`src/rtl/rv32_isa_pkg.sv`:
```
// -----------------------------------------------------------------------------
// rv32_isa_pkg
// Shared RV32I definitions used by the immediate encoder and the matching
// sign-extension decoder:
//   - base opcode constants
//   - instruction format enum
//   - decode_fmt(): maps an opcode to the format that carries its immediate
// -----------------------------------------------------------------------------
package rv32_isa_pkg;

  localparam logic [6:0] OP_LOAD   = 7'b0000011;
  localparam logic [6:0] OP_IMM    = 7'b0010011;
  localparam logic [6:0] OP_JALR   = 7'b1100111;
  localparam logic [6:0] OP_STORE  = 7'b0100011;
  localparam logic [6:0] OP_BRANCH = 7'b1100011;
  localparam logic [6:0] OP_LUI    = 7'b0110111;
  localparam logic [6:0] OP_AUIPC  = 7'b0010111;
  localparam logic [6:0] OP_JAL    = 7'b1101111;
  localparam logic [6:0] OP_OP     = 7'b0110011;

  typedef enum logic [2:0] {
    FMT_I,
    FMT_S,
    FMT_B,
    FMT_U,
    FMT_J,
    FMT_R,
    FMT_INV
  } fmt_e;

  function automatic fmt_e decode_fmt(input logic [6:0] op);
    fmt_e fmt;
    case (op)
      OP_LOAD, OP_IMM, OP_JALR: fmt = FMT_I;
      OP_STORE:                 fmt = FMT_S;
      OP_BRANCH:                fmt = FMT_B;
      OP_LUI, OP_AUIPC:         fmt = FMT_U;
      OP_JAL:                   fmt = FMT_J;
      OP_OP:                    fmt = FMT_R;
      default:                  fmt = FMT_INV;
    endcase
    return fmt;
  endfunction

endpackage

```
`src/rtl/imm_encoder_if.sv`:
```
// -----------------------------------------------------------------------------
// imm_encoder_if
// Request and response channels of the instruction encoder.
//   Request  : IN_VALID/IN_READY handshake carrying OPCODE, RD, RS1, RS2,
//              FUNCT3, FUNCT7 and the signed IMMEDIATE.
//   Response : OUT_VALID/OUT_READY handshake carrying INSTRUCTION and RANGE_ERR.
// master = program generator / loader side, slave = encoder side.
// -----------------------------------------------------------------------------
interface imm_encoder_if;

  logic        IN_VALID;
  logic        IN_READY;
  logic [6:0]  OPCODE;
  logic [4:0]  RD;
  logic [4:0]  RS1;
  logic [4:0]  RS2;
  logic [2:0]  FUNCT3;
  logic [6:0]  FUNCT7;
  logic [31:0] IMMEDIATE;

  logic        OUT_VALID;
  logic        OUT_READY;
  logic [31:0] INSTRUCTION;
  logic        RANGE_ERR;

  modport master (
    output IN_VALID, OPCODE, RD, RS1, RS2, FUNCT3, FUNCT7, IMMEDIATE, OUT_READY,
    input  IN_READY, OUT_VALID, INSTRUCTION, RANGE_ERR
  );

  modport slave (
    input  IN_VALID, OPCODE, RD, RS1, RS2, FUNCT3, FUNCT7, IMMEDIATE, OUT_READY,
    output IN_READY, OUT_VALID, INSTRUCTION, RANGE_ERR
  );

endinterface

```
`src/rtl/imm_range_check.sv`:
```
// -----------------------------------------------------------------------------
// imm_range_check
// Combinational check that a signed immediate fits the field layout of its
// instruction format.
//   i_fmt : instruction format
//   i_imm : signed immediate / byte offset
//   o_err : 1 when the immediate cannot be encoded (always 1 for FMT_INV)
// -----------------------------------------------------------------------------
module imm_range_check
  import rv32_isa_pkg::*;
(
  input  fmt_e        i_fmt,
  input  logic [31:0] i_imm,
  output logic        o_err
);

  // NOTE: o_err gets a default before the case so every path assigns it and
  // no latch is inferred.
  always_comb begin
    o_err = 1'b0;
    case (i_fmt)
      FMT_I, FMT_S: o_err = (i_imm != {{20{i_imm[11]}}, i_imm[11:0]});
      // Branch and jump offsets are halfword aligned; bit 0 is not encoded.
      FMT_B:        o_err = i_imm[0] || (i_imm != {{19{i_imm[12]}}, i_imm[12:0]});
      FMT_J:        o_err = i_imm[0] || (i_imm != {{11{i_imm[20]}}, i_imm[20:0]});
      FMT_U:        o_err = |i_imm[11:0];
      FMT_R:        o_err = 1'b0;
      default:      o_err = 1'b1;
    endcase
  end

endmodule

```
`src/rtl/imm_encoder.sv`:
```
// -----------------------------------------------------------------------------
// imm_encoder
// Two-stage RV32I instruction encoder (inverse of the immediate decoder).
//   S1 registers the request, its format and the immediate range error.
//   S2 registers the packed INSTRUCTION and RANGE_ERR.
// Ports:
//   CLK, RESET : clock, synchronous active-high reset
//   bus        : imm_encoder_if.slave (request and response handshakes)
//   ENC_COUNT  : accepted outputs, wraps
//   ERR_COUNT  : accepted outputs with RANGE_ERR=1, saturates at all-ones
// -----------------------------------------------------------------------------
module imm_encoder
  import rv32_isa_pkg::*;
#(
  parameter int CNT_W = 16
) (
  input  logic             CLK,
  input  logic             RESET,
  imm_encoder_if.slave     bus,
  output logic [CNT_W-1:0] ENC_COUNT,
  output logic [CNT_W-1:0] ERR_COUNT
);

  logic             r_rdy_en;
  logic             r_s1_valid;
  fmt_e             r_s1_fmt;
  logic             r_s1_err;
  logic [6:0]       r_s1_op;
  logic [4:0]       r_s1_rd;
  logic [4:0]       r_s1_rs1;
  logic [4:0]       r_s1_rs2;
  logic [2:0]       r_s1_f3;
  logic [6:0]       r_s1_f7;
  logic [31:0]      r_s1_imm;
  logic             r_s2_valid;
  logic [31:0]      r_s2_instr;
  logic             r_s2_err;
  logic [CNT_W-1:0] r_enc_cnt;
  logic [CNT_W-1:0] r_err_cnt;

  fmt_e        w_fmt;
  logic        w_err;
  logic        w_s2_adv;
  logic        w_in_ready;
  logic        w_in_fire;
  logic        w_out_fire;
  logic [31:0] w_instr;

  assign w_fmt = decode_fmt(bus.OPCODE);

  imm_range_check u_range (
    .i_fmt (w_fmt),
    .i_imm (bus.IMMEDIATE),
    .o_err (w_err)
  );

  // S2 (and S1 behind it) moves whenever the output slot is free or drained.
  // r_rdy_en keeps IN_READY low while in reset and for the cycle it is released.
  assign w_s2_adv   = !r_s2_valid || bus.OUT_READY;
  assign w_in_ready = r_rdy_en && (!r_s1_valid || w_s2_adv);
  assign w_in_fire  = bus.IN_VALID && w_in_ready;
  assign w_out_fire = r_s2_valid && bus.OUT_READY;

  // Out-of-range immediates are still packed from their truncated bits.
  always_comb begin
    w_instr = 32'h0000_0000;
    case (r_s1_fmt)
      FMT_I: w_instr = {r_s1_imm[11:0], r_s1_rs1, r_s1_f3, r_s1_rd, r_s1_op};
      FMT_S: w_instr = {r_s1_imm[11:5], r_s1_rs2, r_s1_rs1, r_s1_f3,
                        r_s1_imm[4:0], r_s1_op};
      FMT_B: w_instr = {r_s1_imm[12], r_s1_imm[10:5], r_s1_rs2, r_s1_rs1,
                        r_s1_f3, r_s1_imm[4:1], r_s1_imm[11], r_s1_op};
      FMT_U: w_instr = {r_s1_imm[31:12], r_s1_rd, r_s1_op};
      FMT_J: w_instr = {r_s1_imm[20], r_s1_imm[10:1], r_s1_imm[11],
                        r_s1_imm[19:12], r_s1_rd, r_s1_op};
      FMT_R: w_instr = {r_s1_f7, r_s1_rs2, r_s1_rs1, r_s1_f3, r_s1_rd, r_s1_op};
      default: w_instr = 32'h0000_0000;
    endcase
  end

  // NOTE: state registers use non-blocking assignments so every flop samples
  // the values from before this edge, independent of statement order.
  always_ff @(posedge CLK) begin
    if (RESET) begin
      r_rdy_en   <= 1'b0;
      r_s1_valid <= 1'b0;
      r_s1_fmt   <= FMT_I;
      r_s1_err   <= 1'b0;
      r_s1_op    <= '0;
      r_s1_rd    <= '0;
      r_s1_rs1   <= '0;
      r_s1_rs2   <= '0;
      r_s1_f3    <= '0;
      r_s1_f7    <= '0;
      r_s1_imm   <= '0;
      r_s2_valid <= 1'b0;
      r_s2_instr <= '0;
      r_s2_err   <= 1'b0;
    end else begin
      r_rdy_en <= 1'b1;

      if (w_in_fire) begin
        r_s1_valid <= 1'b1;
        r_s1_fmt   <= w_fmt;
        r_s1_err   <= w_err;
        r_s1_op    <= bus.OPCODE;
        r_s1_rd    <= bus.RD;
        r_s1_rs1   <= bus.RS1;
        r_s1_rs2   <= bus.RS2;
        r_s1_f3    <= bus.FUNCT3;
        r_s1_f7    <= bus.FUNCT7;
        r_s1_imm   <= bus.IMMEDIATE;
      end else if (w_s2_adv) begin
        r_s1_valid <= 1'b0;
      end

      if (w_s2_adv) begin
        r_s2_valid <= r_s1_valid;
        if (r_s1_valid) begin
          r_s2_instr <= w_instr;
          r_s2_err   <= r_s1_err;
        end
      end
    end
  end

  always_ff @(posedge CLK) begin
    if (RESET) begin
      r_enc_cnt <= '0;
      r_err_cnt <= '0;
    end else if (w_out_fire) begin
      r_enc_cnt <= r_enc_cnt + CNT_W'(1);
      if (r_s2_err && (r_err_cnt != '1)) begin
        r_err_cnt <= r_err_cnt + CNT_W'(1);
      end
    end
  end

  assign bus.IN_READY    = w_in_ready;
  assign bus.OUT_VALID   = r_s2_valid;
  assign bus.INSTRUCTION = r_s2_instr;
  assign bus.RANGE_ERR   = r_s2_err;
  assign ENC_COUNT       = r_enc_cnt;
  assign ERR_COUNT       = r_err_cnt;

endmodule
```
`src/flat_wrapper.sv`:
```
// flat-port wrapper written by rule: the top's interface ports become plain ports
module imm_encoder_flat import rv32_isa_pkg::*;
#(
  parameter int CNT_W = 16
)
  (CLK, RESET, ENC_COUNT, ERR_COUNT, bus_IN_VALID, bus_OPCODE, bus_RD, bus_RS1, bus_RS2, bus_FUNCT3, bus_FUNCT7, bus_IMMEDIATE, bus_OUT_READY, bus_IN_READY, bus_OUT_VALID, bus_INSTRUCTION, bus_RANGE_ERR);
  imm_encoder_if bus_i ();
  input  logic CLK;
  input  logic RESET;
  output logic [CNT_W-1:0] ENC_COUNT;
  output logic [CNT_W-1:0] ERR_COUNT;
  input wire logic [$bits(bus_i.IN_VALID)-1:0] bus_IN_VALID;
  input wire logic [$bits(bus_i.OPCODE)-1:0] bus_OPCODE;
  input wire logic [$bits(bus_i.RD)-1:0] bus_RD;
  input wire logic [$bits(bus_i.RS1)-1:0] bus_RS1;
  input wire logic [$bits(bus_i.RS2)-1:0] bus_RS2;
  input wire logic [$bits(bus_i.FUNCT3)-1:0] bus_FUNCT3;
  input wire logic [$bits(bus_i.FUNCT7)-1:0] bus_FUNCT7;
  input wire logic [$bits(bus_i.IMMEDIATE)-1:0] bus_IMMEDIATE;
  input wire logic [$bits(bus_i.OUT_READY)-1:0] bus_OUT_READY;
  output wire logic [$bits(bus_i.IN_READY)-1:0] bus_IN_READY;
  output wire logic [$bits(bus_i.OUT_VALID)-1:0] bus_OUT_VALID;
  output wire logic [$bits(bus_i.INSTRUCTION)-1:0] bus_INSTRUCTION;
  output wire logic [$bits(bus_i.RANGE_ERR)-1:0] bus_RANGE_ERR;
  assign bus_i.IN_VALID = bus_IN_VALID;
  assign bus_i.OPCODE = bus_OPCODE;
  assign bus_i.RD = bus_RD;
  assign bus_i.RS1 = bus_RS1;
  assign bus_i.RS2 = bus_RS2;
  assign bus_i.FUNCT3 = bus_FUNCT3;
  assign bus_i.FUNCT7 = bus_FUNCT7;
  assign bus_i.IMMEDIATE = bus_IMMEDIATE;
  assign bus_i.OUT_READY = bus_OUT_READY;
  assign bus_IN_READY = bus_i.IN_READY;
  assign bus_OUT_VALID = bus_i.OUT_VALID;
  assign bus_INSTRUCTION = bus_i.INSTRUCTION;
  assign bus_RANGE_ERR = bus_i.RANGE_ERR;
  imm_encoder #(.CNT_W(CNT_W)) u_core (.CLK(CLK), .RESET(RESET), .bus(bus_i), .ENC_COUNT(ENC_COUNT), .ERR_COUNT(ERR_COUNT));
endmodule
```
`config.mk`:
```
export PLATFORM = sky130hd
export DESIGN_NAME = imm_encoder_flat
export DESIGN_NICKNAME = d
export VERILOG_FILES = /design/src/rtl/rv32_isa_pkg.sv /design/src/rtl/imm_encoder_if.sv /design/src/rtl/imm_range_check.sv /design/src/rtl/imm_encoder.sv /design/src/flat_wrapper.sv
export SDC_FILE = /design/constraint.sdc
export NUM_CORES = 1
export LEC_CHECK = 0
export ABC_CLOCK_PERIOD_IN_PS = 1700
export CAP_MARGIN = 20
export CORE_ASPECT_RATIO = 1.75
export CORE_MARGIN = 4
export CORE_UTILIZATION = 46
export DETAILED_ROUTE_END_ITERATION = 6
export GPL_ROUTABILITY_DRIVEN = 1
export PLACE_DENSITY = 0.85
export SYNTH_ARGS = -nofsm -noshare
export SYNTH_HDL_FRONTEND = slang
export SYNTH_HIERARCHICAL = 1
export SYNTH_SLANG_ARGS = --single-unit
```
`constraint.sdc`:
```
create_clock -name CLK -period 1.7 [get_ports CLK]
set_input_delay 0.255 -clock CLK [delete_from_list [all_inputs] [get_ports CLK]]
set_output_delay 0.255 -clock CLK [all_outputs]
set_load 0.01 [all_outputs]
```
# After elaboration in Yosys (flattened, before gate mapping)
# Cells that the tools add are included.
[classes]
n_reduce_logical = 19
mul = 0
order_cmp = 0
n_addsub = 2
bitwise = 0
n_shift = 0
n_eq_ne = 23
muxes = 6
div_mod_pow = 0
[op_table]
columns = ["op", "count"]
rows = [
  ["$pmux W32 S6", 1],
  ["$add A16 B1 Y16 const B", 2],
  ["$eq A7 B6 Y1 const B", 3],
  ["$eq A7 B7 Y1 const B", 3],
  ["$ne A20 B20 Y1", 1],
  ["$ne A19 B19 Y1", 1],
  ["$pmux W3 S6", 1],
  ["$ne A16 B16 Y1 const B", 1],
  ["$eq A7 B5 Y1 const B", 2],
  ["$eq A3 B2 Y1 const B", 4],
  ["$eq A3 B3 Y1 const B", 4],
  ["$reduce_or A12 Y1", 1],
  ["$ne A11 B11 Y1", 1],
  ["$eq A7 B2 Y1 const B", 1],
  ["$eq A3 B1 Y1 const B", 2],
  ["$logic_not A3 Y1", 2],
  ["$pmux W1 S5", 1],
  ["$logic_and A1 B1 Y1", 4],
  ["$logic_or A1 B1 Y1", 4],
  ["$reduce_and A2 Y1", 2],
  ["$reduce_or A2 Y1", 2],
  ["$mux W1", 3],
  ["$reduce_or A3 Y1", 1],
  ["$logic_not A1 Y1", 2],
  ["$reduce_bool A2 Y1", 1],
]
[totals]
out_inout_bits = 67
latchBits = 0
mem_bits_ro = 0
mem_count = 0
ram_bits = 0
inputBits = 68
regBits = 136
word_cells = 66

# Logic depth before layout (Yosys ltp)
[logic_depth]
ltp_word = 6
mapped_depth = 8
mapped_depth_nobuf = 8

# By module
# The synthesis kept the hierarchy.
[modules_own_cells]
columns = ["module", "area_per_inst_um2", "cells_per_inst", "seq_area_each_um2", "instances"]
rows = [
  ["imm_encoder", 5813.1, 697, 2722.6, 1],
  ["imm_range_check", 275.3, 44, 0.0, 1],
]

# Least setup slack after synthesis
# No wires, ideal clock.
[synth_timing]
path_type = "register to register"
from = "register u_core.r_err_cnt[0], in the netlist u_core/ERR_COUNT[0]"
to = "register u_core.r_err_cnt[6], in the netlist u_core/ERR_COUNT[6]"
path_slack_ps = 16
period_less_slack_ps = 1684
n_path_buf = 0
setup_ps = 121
t_required_ps = 1579
path_stages_with_launch = 6
t_arrival_ps = 1563
path_cell_list = "dfxtp_1 ha_1 nand3_1 nand2b_2 a211oi_1 mux2_2"
[synth_between]
elab_chain_len = 3
word_cells_on_any_way = 4
cone_classes = "add/sub (1); eq/ne (1); reduce/logical (2)"
[synth_lines]
columns = ["item", "line_no", "text"]
rows = [
  ["start: declaration", "imm_encoder.sv:39", "logic [CNT_W-1:0] r_err_cnt;"],
  ["start signal: assignment", "imm_encoder.sv:134", "r_err_cnt <= r_err_cnt + CNT_W'(1);"],
  ["branches (longest 3 deep; another with $add A16 B1 Y16)", "-", ""],
]
# Several ways; the timed one is not identified.
# A chain may end at the register's enable or synchronous reset.

# Worst setup path in the final report
[layout_timing]
from = "input port bus_OPCODE[6]"
to = "register u_core.r_s1_err"
[layout_between]
elab_chain_len = 6
word_cells_on_any_way = 20
cone_classes = "eq/ne (14); mux (2); reduce/logical (4)"
[layout_lines]
columns = ["item", "line_no", "text"]
rows = [
  ["start: declaration", "flat_wrapper.sv:13", "input wire logic [$bits(bus_i.OPCODE)-1:0] bus_OPCODE;"],
  ["$eq A7 B2 Y1 (tied with other cells)", "rv32_isa_pkg.sv:33", "case (op)"],
  ["$reduce_or A3 Y1 / $reduce_or A2 Y1 (equally long branches)", "rv32_isa_pkg.sv:33", ""],
  ["$pmux W3 S6 *", "rv32_isa_pkg.sv:33", ""],
  ["named net u_core.w_fmt[2]", "imm_encoder.sv:41", "fmt_e w_fmt;"],
  ["$eq A3 B1 Y1 / $logic_not A3 Y1 (equally long branches)", "imm_range_check.sv:21", "case (i_fmt)"],
  ["$reduce_or A2 Y1", "imm_range_check.sv:21", ""],
  ["$pmux W1 S5 *", "imm_range_check.sv:21", ""],
  ["named net u_core.w_err", "imm_encoder.sv:42", "logic w_err;"],
  ["end signal: assignment", "imm_encoder.sv:105", "r_s1_err <= w_err;"],
  ["end: declaration", "imm_encoder.sv:27", "logic r_s1_err;"],
]
# The timed path passes the listed nets; every way through them passes the cells marked *.

==> results.cfg <==
[power]
power.switching_uw = 1860
seqPwrFrac = 0.428
comb_power_share = 0.104
power_density_nw_per_um2 = 875
switching_share = 0.237
vdd_drop_max_v = 0.000590
power.internal_uw = 6010
power_frac_clock = 0.468
p_leak_uw = 0.00352

[routing]
wl_mm = 19.0
routed-via-count = 6333
drtIter0Drc = 459
firstDrtPassIters = 5
avgRoutedWirePerCell_um = 16.9
route.met2.wl_mm = 10.5
via_per_inst = 5.64
route.met3.wl_um = 973
met1Wirelength_mm = 6.56
drcViolationCount = 0
routed.top_layer = met4
final_antenna_net_count = 0

[sta]
min_period_ns = 1.69
tightest_slew_ns = 0.645
finalSetupViolCount = 0
max_freq_mhz = 593
final.setup_skew_ns = 0.00766
finalMaxSlewViolations = 0
hold_viol_final = 0
relSlewSlack = 0.567
final.period_utilization = 0.992

[worst_hold_path]
min_path_type = in -> reg
hp-start = bus_IMMEDIATE[27]
holdPathStages = 4
min_to = u_core/r_s1_imm[27]$_SDFFE_PP0P_

[logic_synthesis]
syn_area_per_cell_sq_um = 8.22
synth_top_family_by_area = simple AND/OR/NAND/NOR gates
async_flop_share = 0
synth-warning-count = 6
syn_nets = 811
yosys.area_share.simple = 0.252
yosysSeqAreaShare = 0.447
synth-xor-area-share = 0.0144
synth_cell_types = 65
synth_compound_area_frac = 0.192
ys_seq_elements = 136
syn_area_sq_um = 6090
synth_edf_count = 0
synthMuxAreaShare = 0.0477
synthAdderAreaFrac = 0.00411
ys.flop_type = dfxtp_1
synthCells = 741

[floorplan]
ios = 135
rows = 55
design.die.area_sq_um = 15200
dieHeight_um = 160
initial_utilization = 0.471
coreArea_sq_um = 12900
die_x_um = 95.0

[place]
port_buffers = 134
place_inst = 1089
dp_hpwl_mm = 13.5
placedInstanceArea_sq_um = 8190
gp_congestion = 0.958

[flow_run]
drv_cap = 0

[worst_setup_path]
reg2reg_depth = 6
crit_type = in -> reg
required_ns = 2.04
cp_cell_sequence = dlygate4sd2_1 -> or3b_2 -> o211ai_1 -> nor2_1 -> nand4_1 -> o2111ai_2 -> o221ai_1 -> nand2_1 -> a21oi_1
crit_arrival_ns = 2.02
start_kind = primary input
slowest_delay_ns = 0.48
path_max_fanout = 5
slowest_stage = or3b_2
rrSetupSlack_ns = 0.05
r2r-start = u_core/ERR_COUNT[0]$_SDFFE_PP0P_
timing.rr.end = u_core/ERR_COUNT[6]$_SDFFE_PP0P_
critPathCaptureType = flop

[final_layout]
drive_gt1_frac = 0.205
fin_nets = 1008
syn_to_final_growth_pct = 47.9
instances_no_fill = 1122
postLayoutCellArea_sq_um = 9000

[global_routing]
grt_pass1_vias = 6199
overflow = 0
antenna_found_initial = 1
grt_use_total = 0.244
grt_pass1_wl_mm = 29.5
grt_max_degree = 122

[outcome]
status = complete, no violations

[clock_network]
clkSinkCount = 136
clk_latency_ns = 0.41
clk_pin_slew_ns = 0.06
cts_buffers = 17
clockRootBuffer = clkbuf_16
clk_path_buf_depth = 2
h-tree-depth = 4
cts_tree = built
cts_hold_buf = 0
## cell usage after synthesis (all sizes together) (3+ instances only)
| cell | number | area share |
|---|---|---|
| nor2b | 16 | 0.016 |
| nand2b | 6 | 0.0066 |
| clkbuf | 21 | 0.013 |
| o22ai | 3 | 0.0031 |
| a22oi | 11 | 0.014 |
| buf | 26 | 0.023 |
| mux2i | 11 | 0.018 |
| nand3 | 24 | 0.020 |
| or4 | 5 | 0.0068 |
| and2 | 3 | 0.0031 |
| nor4 | 6 | 0.0086 |
| a22o | 5 | 0.0072 |
| o21ai | 33 | 0.027 |
| dfxtp | 136 | 0.45 |
| mux2 | 16 | 0.030 |
| nand2 | 155 | 0.096 |
| nor2 | 63 | 0.039 |
| o221ai | 7 | 0.010 |
| nor3 | 12 | 0.011 |
| inv | 11 | 0.0068 |
| and3 | 4 | 0.0051 |
| xor2 | 4 | 0.0058 |
| a221oi | 14 | 0.020 |
| xnor2 | 6 | 0.0086 |
| a211oi | 9 | 0.011 |
| a21oi | 84 | 0.070 |
| nand4 | 13 | 0.018 |
| or3 | 3 | 0.0039 |
| and4 | 4 | 0.0062 |
## critical path, delay by kind of cell
family | cells | cell delay [ns]
AOI/OAI and AO/OA | 4 | 0.68
buffers and inverters | 1 | 0.30
and+or+nand+nor | 4 | 0.78
## timing repair
action	in CTS	in global routing
gates resized for setup	34	42
setup buffers	2	0
endpoints found under the setup margin	11	23
pin swaps	11	10
endpoints found under the hold margin	0	0
## worst max-delay path by stage
| stage | start | endpoint | cells after the start |
|---|---|---|---|
| floorplan | u_core/ERR_COUNT[0]$_SDFFE_PP0P_ | u_core/ERR_COUNT[6]$_SDFFE_PP0P_ | 5 |
| global placement | bus_OPCODE[6] | u_core/r_s1_err$_SDFFE_PP0P_ | 10 |
| detailed placement | bus_OPCODE[6] | u_core/r_s1_err$_SDFFE_PP0P_ | 10 |
| CTS | u_core/ENC_COUNT[6]$_SDFFE_PP0P_ | ENC_COUNT[6] | 1 |
| global route | bus_OPCODE[3] | u_core/r_s1_err$_SDFFE_PP0P_ | 10 |
| finish | bus_OPCODE[6] | u_core/r_s1_err$_SDFFE_PP0P_ | 9 |
## placed cells by master (no fill, tap or decap), types with 3 or more instances in the layout
cell type        netlist  routed
o22ai_1                3       3
nor2_1                62      61
nor3_1                11       9
a22o_1                 5       5
xor2_1                 4       4
or4_4                  1       3
nand2b_1               5       4
a211oi_1               9       4
dfxtp_1              136     123
a22oi_1               11      10
clkbuf_8               0       4
nand3_1               24      22
nand4_1               11      11
a211oi_2               0       5
nor4_1                 5       3
inv_1                 11      11
nand2_1              155     155
o21ai_0               32      30
clkinvlp_4             0       4
mux2_2                16      16
clkbuf_16              0      17
a221oi_1              14      11
buf_4                  5      84
clkdlybuf4s50_1        0     104
o221ai_1               7       7
nor2b_1               16      16
and4_1                 3       3
a21oi_1               83      82
buf_12                 0       7
dlymetal6s2s_1         0      11
nor4_4                 1       3
and2_1                 3       3
xnor2_1                6       6
dfxtp_2                0      13
mux2i_1               11      10
dlygate4sd2_1          0      18
## layout make-up
cell class | count | area, sq um
fill | 987 | 3930
multi-input combinational | 547 | 3290
sequential | 136 | 2740
timing repair buffer | 225 | 2120
clock buffer | 21 | 480
tap | 171 | 214
clock inverter | 10 | 118
inverter | 11 | 41.3
antenna | 1 | 2.50
## flip-flops by register name, indices dropped and copies added, names as in the netlist, 3 cells and up
| register | cells |
|---|---|
| u_core/r_s1_imm | 32 |
| u_core/bus.INSTRUCTION | 32 |
| u_core/ERR_COUNT | 16 |
| u_core/r_s1_f3 | 3 |
| u_core/r_s1_rs1 | 5 |
| u_core/r_s1_rs2 | 5 |
| u_core/r_s1_op | 7 |
| u_core/ENC_COUNT | 16 |
| u_core/r_s1_f7 | 7 |
| u_core/r_s1_rd | 5 |
| u_core/r_s1_fmt | 3 |
## power by group through the flow
stage          Clock (uW)  Sequential, uW  Combinational [uW]
2_1_floorplan           0            3420                 335
3_3_place_gp            0            3430                 769
3_5_place_dp            0            3430                 785
4_1_cts              3710            3360                 791
5_1_grt              3850            3380                 882
6_report             3690            3370                 819
## metrics by stage
stage               power (uW)   util  worst slack (ns)  hold slack, ns  TNS, ns
finish                    7870  0.696            0.0128           0.259        0
detailed placement        4220  0.633            -0.616           0.447   -21.06
CTS                       7870  0.683           0.00136           0.298        0
floorplan                 3750      -            0.0165           0.391        0
global placement          4200  0.633            -0.567           0.443   -16.83
global route              8110  0.696           -0.0167           0.261  -0.0178
## cells by family after synthesis
family,after synthesis
and+or+nand+nor,321
AOI/OAI and AO/OA,187
DFF,136
buffers and inverters,58
muxes,27
xor gates and xnor gates,10
adders and majority gates,2
## layer usage
metal | global-route usage | vias to the layer above
li1 | - | 3014
met1 | 0.241 | 3004
met2 | 0.466 | 247
met3 | 0.0401 | 68
met4 | 0.127 | 0
met5 | 0 | -
Note: power is estimated with default switching activity, not from simulation.
